[src/rtl/mole_scheduler_pkg.sv]
// Shared encodings for the whack-a-mole datapath: difficulty levels, scheduler
// states and the mole-picker LFSR polynomial.
package mole_scheduler_pkg;

  typedef enum logic [1:0] {
    DIFF_EASY   = 2'b00,
    DIFF_MED    = 2'b01,
    DIFF_HARD   = 2'b10,
    DIFF_EXPERT = 2'b11
  } diff_e;

  typedef enum logic [1:0] {
    ST_IDLE  = 2'd0,
    ST_GAP   = 2'd1,
    ST_UP    = 2'd2,
    ST_FLASH = 2'd3
  } sched_state_e;

  localparam int LFSR_W = 16;
  // Galois right-shift mask for x^16 + x^14 + x^13 + x^11
  localparam logic [LFSR_W-1:0] LFSR_TAPS = 16'hB400;

  localparam int MS_W = 16;

endpackage

[src/rtl/whack_lfsr.sv]
// Free-running 16-bit Galois LFSR used to pick moles; advances every cycle.
// A zero seed is replaced by 1 so the register can never lock up.
module whack_lfsr
  import mole_scheduler_pkg::*;
#(
  parameter logic [LFSR_W-1:0] SEED = 16'hACE1
) (
  input  logic       clk,
  input  logic       rst_n,
  output logic [7:0] rand_byte
);

  localparam logic [LFSR_W-1:0] SAFE_SEED = (SEED == '0) ? LFSR_W'(1) : SEED;

  logic [LFSR_W-1:0] lfsr_q, lfsr_d;

  always_comb begin
    lfsr_d = (lfsr_q >> 1) ^ (lfsr_q[0] ? LFSR_TAPS : '0);
  end

  always_ff @(posedge clk or negedge rst_n) begin
    if (!rst_n) begin
      lfsr_q <= SAFE_SEED;
    end else begin
      lfsr_q <= lfsr_d;
    end
  end

  assign rand_byte = lfsr_q[7:0];

endmodule

[src/rtl/mole_scheduler.sv]
// Mole sequencer: gap -> lit mole -> hit flash, judging whacks into one-cycle pulses.
// Whack-to-hit_pulse latency is 2 cycles; dropping enable returns to IDLE next cycle.
module mole_scheduler
  import mole_scheduler_pkg::*;
#(
  parameter int NUM_MOLES    = 4,
  parameter int TICK_DIV     = 100000,
  parameter int UP_MS_EASY   = 1500,
  parameter int UP_MS_MED    = 1000,
  parameter int UP_MS_HARD   = 600,
  parameter int UP_MS_EXPERT = 400,
  parameter int GAP_MS       = 300,
  parameter int FLASH_MS     = 200,
  parameter logic [LFSR_W-1:0] LFSR_SEED = 16'hACE1
) (
  input  logic                         clk,
  input  logic                         rst_n,
  input  logic                         enable,
  input  logic [1:0]                   difficulty_level,
  input  logic [NUM_MOLES-1:0]         btn_whack,
  output logic [NUM_MOLES-1:0]         mole_out,
  output logic [$clog2(NUM_MOLES)-1:0] active_idx,
  output logic                         hit_pulse,
  output logic                         timeout_pulse,
  output logic                         wrong_pulse,
  output logic [1:0]                   sched_state
);

  localparam int IW = $clog2(NUM_MOLES);
  localparam int PW = (TICK_DIV > 1) ? $clog2(TICK_DIV) : 1;

  typedef logic [MS_W-1:0] ms_t;

  sched_state_e         state_q, state_d;
  logic [PW-1:0]        pre_q, pre_d;
  ms_t                  ms_q, ms_d;
  logic [NUM_MOLES-1:0] btn_q, btn_prev_q, rise, active_oh;
  logic [IW-1:0]        idx_q, idx_d, pick;
  logic                 hit_q, hit_d, to_q, to_d, wrong_q, wrong_d;
  logic [7:0]           rand_byte, pick_raw;
  logic                 tick, expire, load;
  ms_t                  load_ms, up_ms;

  whack_lfsr #(.SEED(LFSR_SEED)) u_lfsr (
    .clk       (clk),
    .rst_n     (rst_n),
    .rand_byte (rand_byte)
  );

  always_ff @(posedge clk or negedge rst_n) begin
    if (!rst_n) begin
      state_q    <= ST_IDLE;
      pre_q      <= '0;
      ms_q       <= '0;
      btn_q      <= '0;
      btn_prev_q <= '0;
      idx_q      <= '0;
      hit_q      <= 1'b0;
      to_q       <= 1'b0;
      wrong_q    <= 1'b0;
    end else begin
      state_q    <= state_d;
      pre_q      <= pre_d;
      ms_q       <= ms_d;
      btn_q      <= btn_whack;
      btn_prev_q <= btn_q;
      idx_q      <= idx_d;
      hit_q      <= hit_d;
      to_q       <= to_d;
      wrong_q    <= wrong_d;
    end
  end

  always_comb begin
    rise      = btn_q & ~btn_prev_q;
    active_oh = NUM_MOLES'(1) << idx_q;
    tick      = (pre_q == PW'(TICK_DIV - 1));
    expire    = tick && (ms_q == '0);

    case (diff_e'(difficulty_level))
      DIFF_EASY: up_ms = ms_t'(UP_MS_EASY);
      DIFF_MED:  up_ms = ms_t'(UP_MS_MED);
      DIFF_HARD: up_ms = ms_t'(UP_MS_HARD);
      default:   up_ms = ms_t'(UP_MS_EXPERT);
    endcase

    // Never light the same mole twice in a row: bump to the next index on a repeat.
    pick_raw = rand_byte % 8'(NUM_MOLES);
    if (pick_raw[IW-1:0] != idx_q) begin
      pick = pick_raw[IW-1:0];
    end else if (pick_raw == 8'(NUM_MOLES - 1)) begin
      pick = '0;
    end else begin
      pick = pick_raw[IW-1:0] + IW'(1);
    end

    state_d = state_q;
    idx_d   = idx_q;
    hit_d   = 1'b0;
    to_d    = 1'b0;
    wrong_d = 1'b0;
    load    = 1'b0;
    load_ms = ms_t'(GAP_MS);
    pre_d   = tick ? '0 : pre_q + PW'(1);
    ms_d    = (tick && ms_q != '0) ? ms_q - ms_t'(1) : ms_q;

    case (state_q)
      ST_IDLE: begin
        state_d = ST_GAP;
        load    = 1'b1;
      end
      ST_GAP: begin
        if (expire) begin
          state_d = ST_UP;
          idx_d   = pick;
          load    = 1'b1;
          load_ms = up_ms;
        end
      end
      ST_UP: begin
        if (|(rise & active_oh)) begin
          hit_d   = 1'b1;
          state_d = ST_FLASH;
          load    = 1'b1;
          load_ms = ms_t'(FLASH_MS);
        end else begin
          wrong_d = |(rise & ~active_oh);
          if (expire) begin
            to_d    = 1'b1;
            state_d = ST_GAP;
            load    = 1'b1;
          end
        end
      end
      default: begin
        if (expire) begin
          state_d = ST_GAP;
          load    = 1'b1;
        end
      end
    endcase

    if (load) begin
      pre_d = '0;
      ms_d  = load_ms - ms_t'(1);
    end

    if (!enable) begin
      state_d = ST_IDLE;
      idx_d   = idx_q;
      hit_d   = 1'b0;
      to_d    = 1'b0;
      wrong_d = 1'b0;
      pre_d   = '0;
    end
  end

  always_comb begin
    case (state_q)
      ST_UP:    mole_out = active_oh;
      ST_FLASH: mole_out = '1;
      default:  mole_out = '0;
    endcase
  end

  assign active_idx    = idx_q;
  assign hit_pulse     = hit_q;
  assign timeout_pulse = to_q;
  assign wrong_pulse   = wrong_q;
  assign sched_state   = state_q;

endmodule

[config.mk]
export PLATFORM = sky130hd
export DESIGN_NAME = mole_scheduler
export DESIGN_NICKNAME = d
export VERILOG_FILES = /design/src/rtl/mole_scheduler_pkg.sv /design/src/rtl/whack_lfsr.sv /design/src/rtl/mole_scheduler.sv
export SDC_FILE = /design/constraint.sdc
export NUM_CORES = 1
export LEC_CHECK = 0
export ABC_AREA = 1
export CAP_MARGIN = 25
export CORE_MARGIN = 2
export CORE_UTILIZATION = 60
export DETAILED_ROUTE_END_ITERATION = 12
export GPL_TIMING_DRIVEN = 0
export PLACE_DENSITY = 0.8
export SETUP_SLACK_MARGIN = 0.02
export SYNTH_ARGS = -nofsm -noshare
export SYNTH_HDL_FRONTEND = slang
export SYNTH_SLANG_ARGS = --single-unit
[constraint.sdc]
create_clock -name clk -period 2.5 [get_ports clk]
set_input_delay 0.5 -clock clk [delete_from_list [all_inputs] [get_ports clk]]
set_output_delay 0.5 -clock clk [all_outputs]
set_load 0.02 [all_outputs]
==> impl_metrics.toml <==
[setup_path]
worst_ep_required_time_ns = 2.73
crit_start = "pre_q[0]$_DFF_PN0_"
crit_top_cell = "nand2_1"
crit_fanout = 7
r2r-end = "ms_q[7]$_DFFE_PN0P_"
cp_data_arrival_time_ns = 2.68
cpPeakStageDelay_ns = 0.40
cp-end-kind = "register"
reg2reg_depth = 16
r2r_start = "pre_q[0]$_DFF_PN0_"
slowest_stage = "dfrtp_1"
path_cells = "ha_2, nand2_2, nor2_4, inv_1, nor2_1, nand3_1, nor2_1, nand4_1, nand2_1, inv_1, nand2_2, nor2_8, nand2_1, nand2_1, nand3_1, nand2_1"
startpoint_type = "register"
endpoint = "ms_q[7]$_DFFE_PN0P_"
crit_type = "reg -> reg"
rrSetupSlack_ns = 0.06

[placed_design]
port_buffers = 18
dp_hpwl_mm = 5.571
gp_congestion = 0.8811

[layout]
nets = 504
drive_gt1_frac = 0.2106
num_antenna_cells = 0
synthToLayoutAreaGrowth_pct = 19.27
fin_util = 0.7539

[floorplan]
start_util = 0.6321
dieArea_um2 = 6538
ios = 20
die-width_um = 80.86
die_h_um = 80.86
coreArea_um2 = 5608
rows = 27

[sta]
fin_skew_ns = 0.009644
max_freq_mhz = 409.2
whs_ns = 0.2301
layout_min_cycle_time_ns = 2.444
relSlewSlack = 0.4732
setup_viol = 0
worstMarginPinSlew_ns = 0.7903
period_share = 0.9775
rsz0062_at_grt = "yes"
finalHoldViolations = 0
maxSlewViolCount = 0

[min_path]
hold_path.class = "in -> async"

[synth]
ys_ff_latch = 64
netlist_area_um2 = 3545
synth.net_count = 463
syn_inst = 443
synth_warnings = 0
synth_top_flop_cell = "dfrtp_1"
syn_avg_cell_area_um2 = 8.001
synth_seq_area_share = 0.4546
ys_types = 38
async_reset_ff_frac = 1.000
synth-edff-count = 0

[global_route]
grtUsageTotal = 0.2692
grt_max_degree = 34
grt_pass1_vias = 3021
antenna_found_initial = 0
overflow = 0
grt_pass1_wl_mm = 13.46

[power]
combPwrFrac = 0.447
clock_power_share = 0.248
power_density_nw_per_um2 = 969.7
p_sw_uw = 1744
peakVddDrop_mv = 0.7948
seq_power_share = 0.305
p_leak_uw = 0.002055
p_sw_frac = 0.4254
power.total_uw = 4100
intPower_uw = 2356

[clocking]
cts_tree = "built"
cts-root-buf = "clkbuf_8"
cts_buffers = 9
clock_path_buffers = 2
cts_num_sinks = 64
htreeDepth = 3
cts.reportedPaths.clkPinSlew_ns = 0.08
clock_latency_ns = 0.34
cts_hold_buffers = 0

[drt]
drc = 0
drtIter0Drc = 296
drtPass1Iterations = 8
dr_total_vias = 3113
antenna_left = 0
via_per_inst = 5.549
wl_mm = 8.195
routedWlPerCell_um = 14.61

[status]
outcome = "complete, no violations"

[run]
drv_cap = 0
[registers in the layout (all words and copies together), names as in the netlist]
register	flops
u_lfsr.lfsr_q	16
active_idx	2
ms_q	16
hit_pulse	1
btn_prev_q	4
pre_q	17
btn_q	4
sched_state	2
timeout_pulse	1
wrong_pulse	1
[metrics by stage]
stage | instance area [um2] | std cells | TNS, ns | setup WS [ns]
2_1_floorplan | 3545 | 443 | 0 | 0.3718
3_3_place_gp | 3815 | 533 | -65.13 | -1.108
3_5_place_dp | 3830 | 534 | -0.02635 | -0.02635
4_1_cts | 4061 | 551 | 0 | 0.05422
5_1_grt | 4228 | 561 | -0.5049 | -0.09421
6_report | 4228 | 561 | 0 | 0.05636
[what timing repair did]
action / 4_1_cts / 5_1_grt
setup buffers: 1 / 11
hold endpoints to repair: 0 / 0
gates resized for setup: 5 / 28
setup endpoints to repair: 6 / 18
pin swaps: 1 / 8
[cells in the final DEF, fill, tap and decap left out, types with 9 or more instances in the layout]
| cell | Yosys | final |
|---|---|---|
| ha_1 | 11 | 9 |
| nand2_2 | 10 | 15 |
| nand2_1 | 95 | 90 |
| inv_1 | 54 | 52 |
| a21oi_1 | 10 | 10 |
| nor2_2 | 6 | 9 |
| clkdlybuf4s50_1 | 0 | 13 |
| buf_4 | 0 | 11 |
| dfrtp_1 | 56 | 55 |
| inv_2 | 8 | 10 |
| xor2_1 | 10 | 10 |
| nand3_1 | 34 | 31 |
| nand4_1 | 13 | 13 |
| o21ai_0 | 11 | 11 |
| nor3_1 | 10 | 9 |
| clkbuf_8 | 0 | 9 |
| nor2_1 | 61 | 56 |
[critical path: cells and delay by family, from the launching register on]
kind	cells	cell delay (ns)
adders and majority gates	1	0.21
and+or+nand+nor	13	1.54
buffers and inverters	2	0.17
DFF	1	0.40
[power by group through the flow]
stage / clock network, uW / registers [uW] / logic [uW]
5_1_grt: 1070 / 1270 / 2010
4_1_cts: 1030 / 1240 / 1600
3_5_place_dp: 0 / 1260 / 1590
2_1_floorplan: 0 / 1260 / 1210
3_3_place_gp: 0 / 1260 / 1550
6_report: 1020 / 1250 / 1830
[worst min-delay path by stage]
stage,startpoint,to,slack (ns),depth (start not counted)
after floorplan,rst_n,active_idx[0]$_DFFE_PN0P_,0.20,0
after global placement,u_lfsr.lfsr_q[12]$_DFF_PN0_,u_lfsr.lfsr_q[11]$_DFF_PN1_,0.34,0
after detailed placement,u_lfsr.lfsr_q[9]$_DFF_PN0_,u_lfsr.lfsr_q[8]$_DFF_PN0_,0.34,0
after CTS,rst_n,hit_pulse$_DFF_PN0_,0.25,1
after global routing,rst_n,sched_state[0]$_DFFE_PN0P_,0.29,1
final,rst_n,hit_pulse$_DFF_PN0_,0.23,1
[Yosys cell counts (6+ instances only)]
cell / instances / area share
xor2_1: 10 / 0.025
dfstp_2: 8 / 0.059
nor2_1: 61 / 0.065
a21oi_1: 10 / 0.014
inv_1: 54 / 0.057
o21ai_0: 11 / 0.016
nor2_2: 6 / 0.011
dfrtp_1: 56 / 0.40
ha_1: 11 / 0.039
nand4_1: 13 / 0.023
nand2_4: 7 / 0.022
nand2_1: 95 / 0.10
nand3_1: 34 / 0.048
inv_2: 8 / 0.0085
nor3_1: 10 / 0.014
nand2_2: 10 / 0.018
[per-layer routing]
metal,up-vias,track usage,wire length (um)
met5,-,0,0
met4,0,0.09661,195
met3,32,0.05222,544
met2,144,0.4603,3964
met1,1451,0.3406,3490
li1,1486,-,-
[cell families (layout without fill, tap and decap cells)]
logic type	Yosys count	after routing	synth area share
mux	1	1	0.003177
buf+inv	70	116	0.07624
xor+xnor	13	13	0.03212
flops	64	64	0.4546
simple gates	252	252	0.3456
fa+ha+maj	11	11	0.03883
compound gates	32	32	0.04942
[layout make-up]
type,instances,area (um2)
multi-input cells,309,1740
flip-flops and latches,64,1613
fillers,402,1380
repair buffers,31,290.3
inverters,64,245.2
clock buffers,9,123.9
clock inverters,7,102.6
well taps,72,90.09
plain buffers,5,22.52
Power figures use the tool's default switching activity.
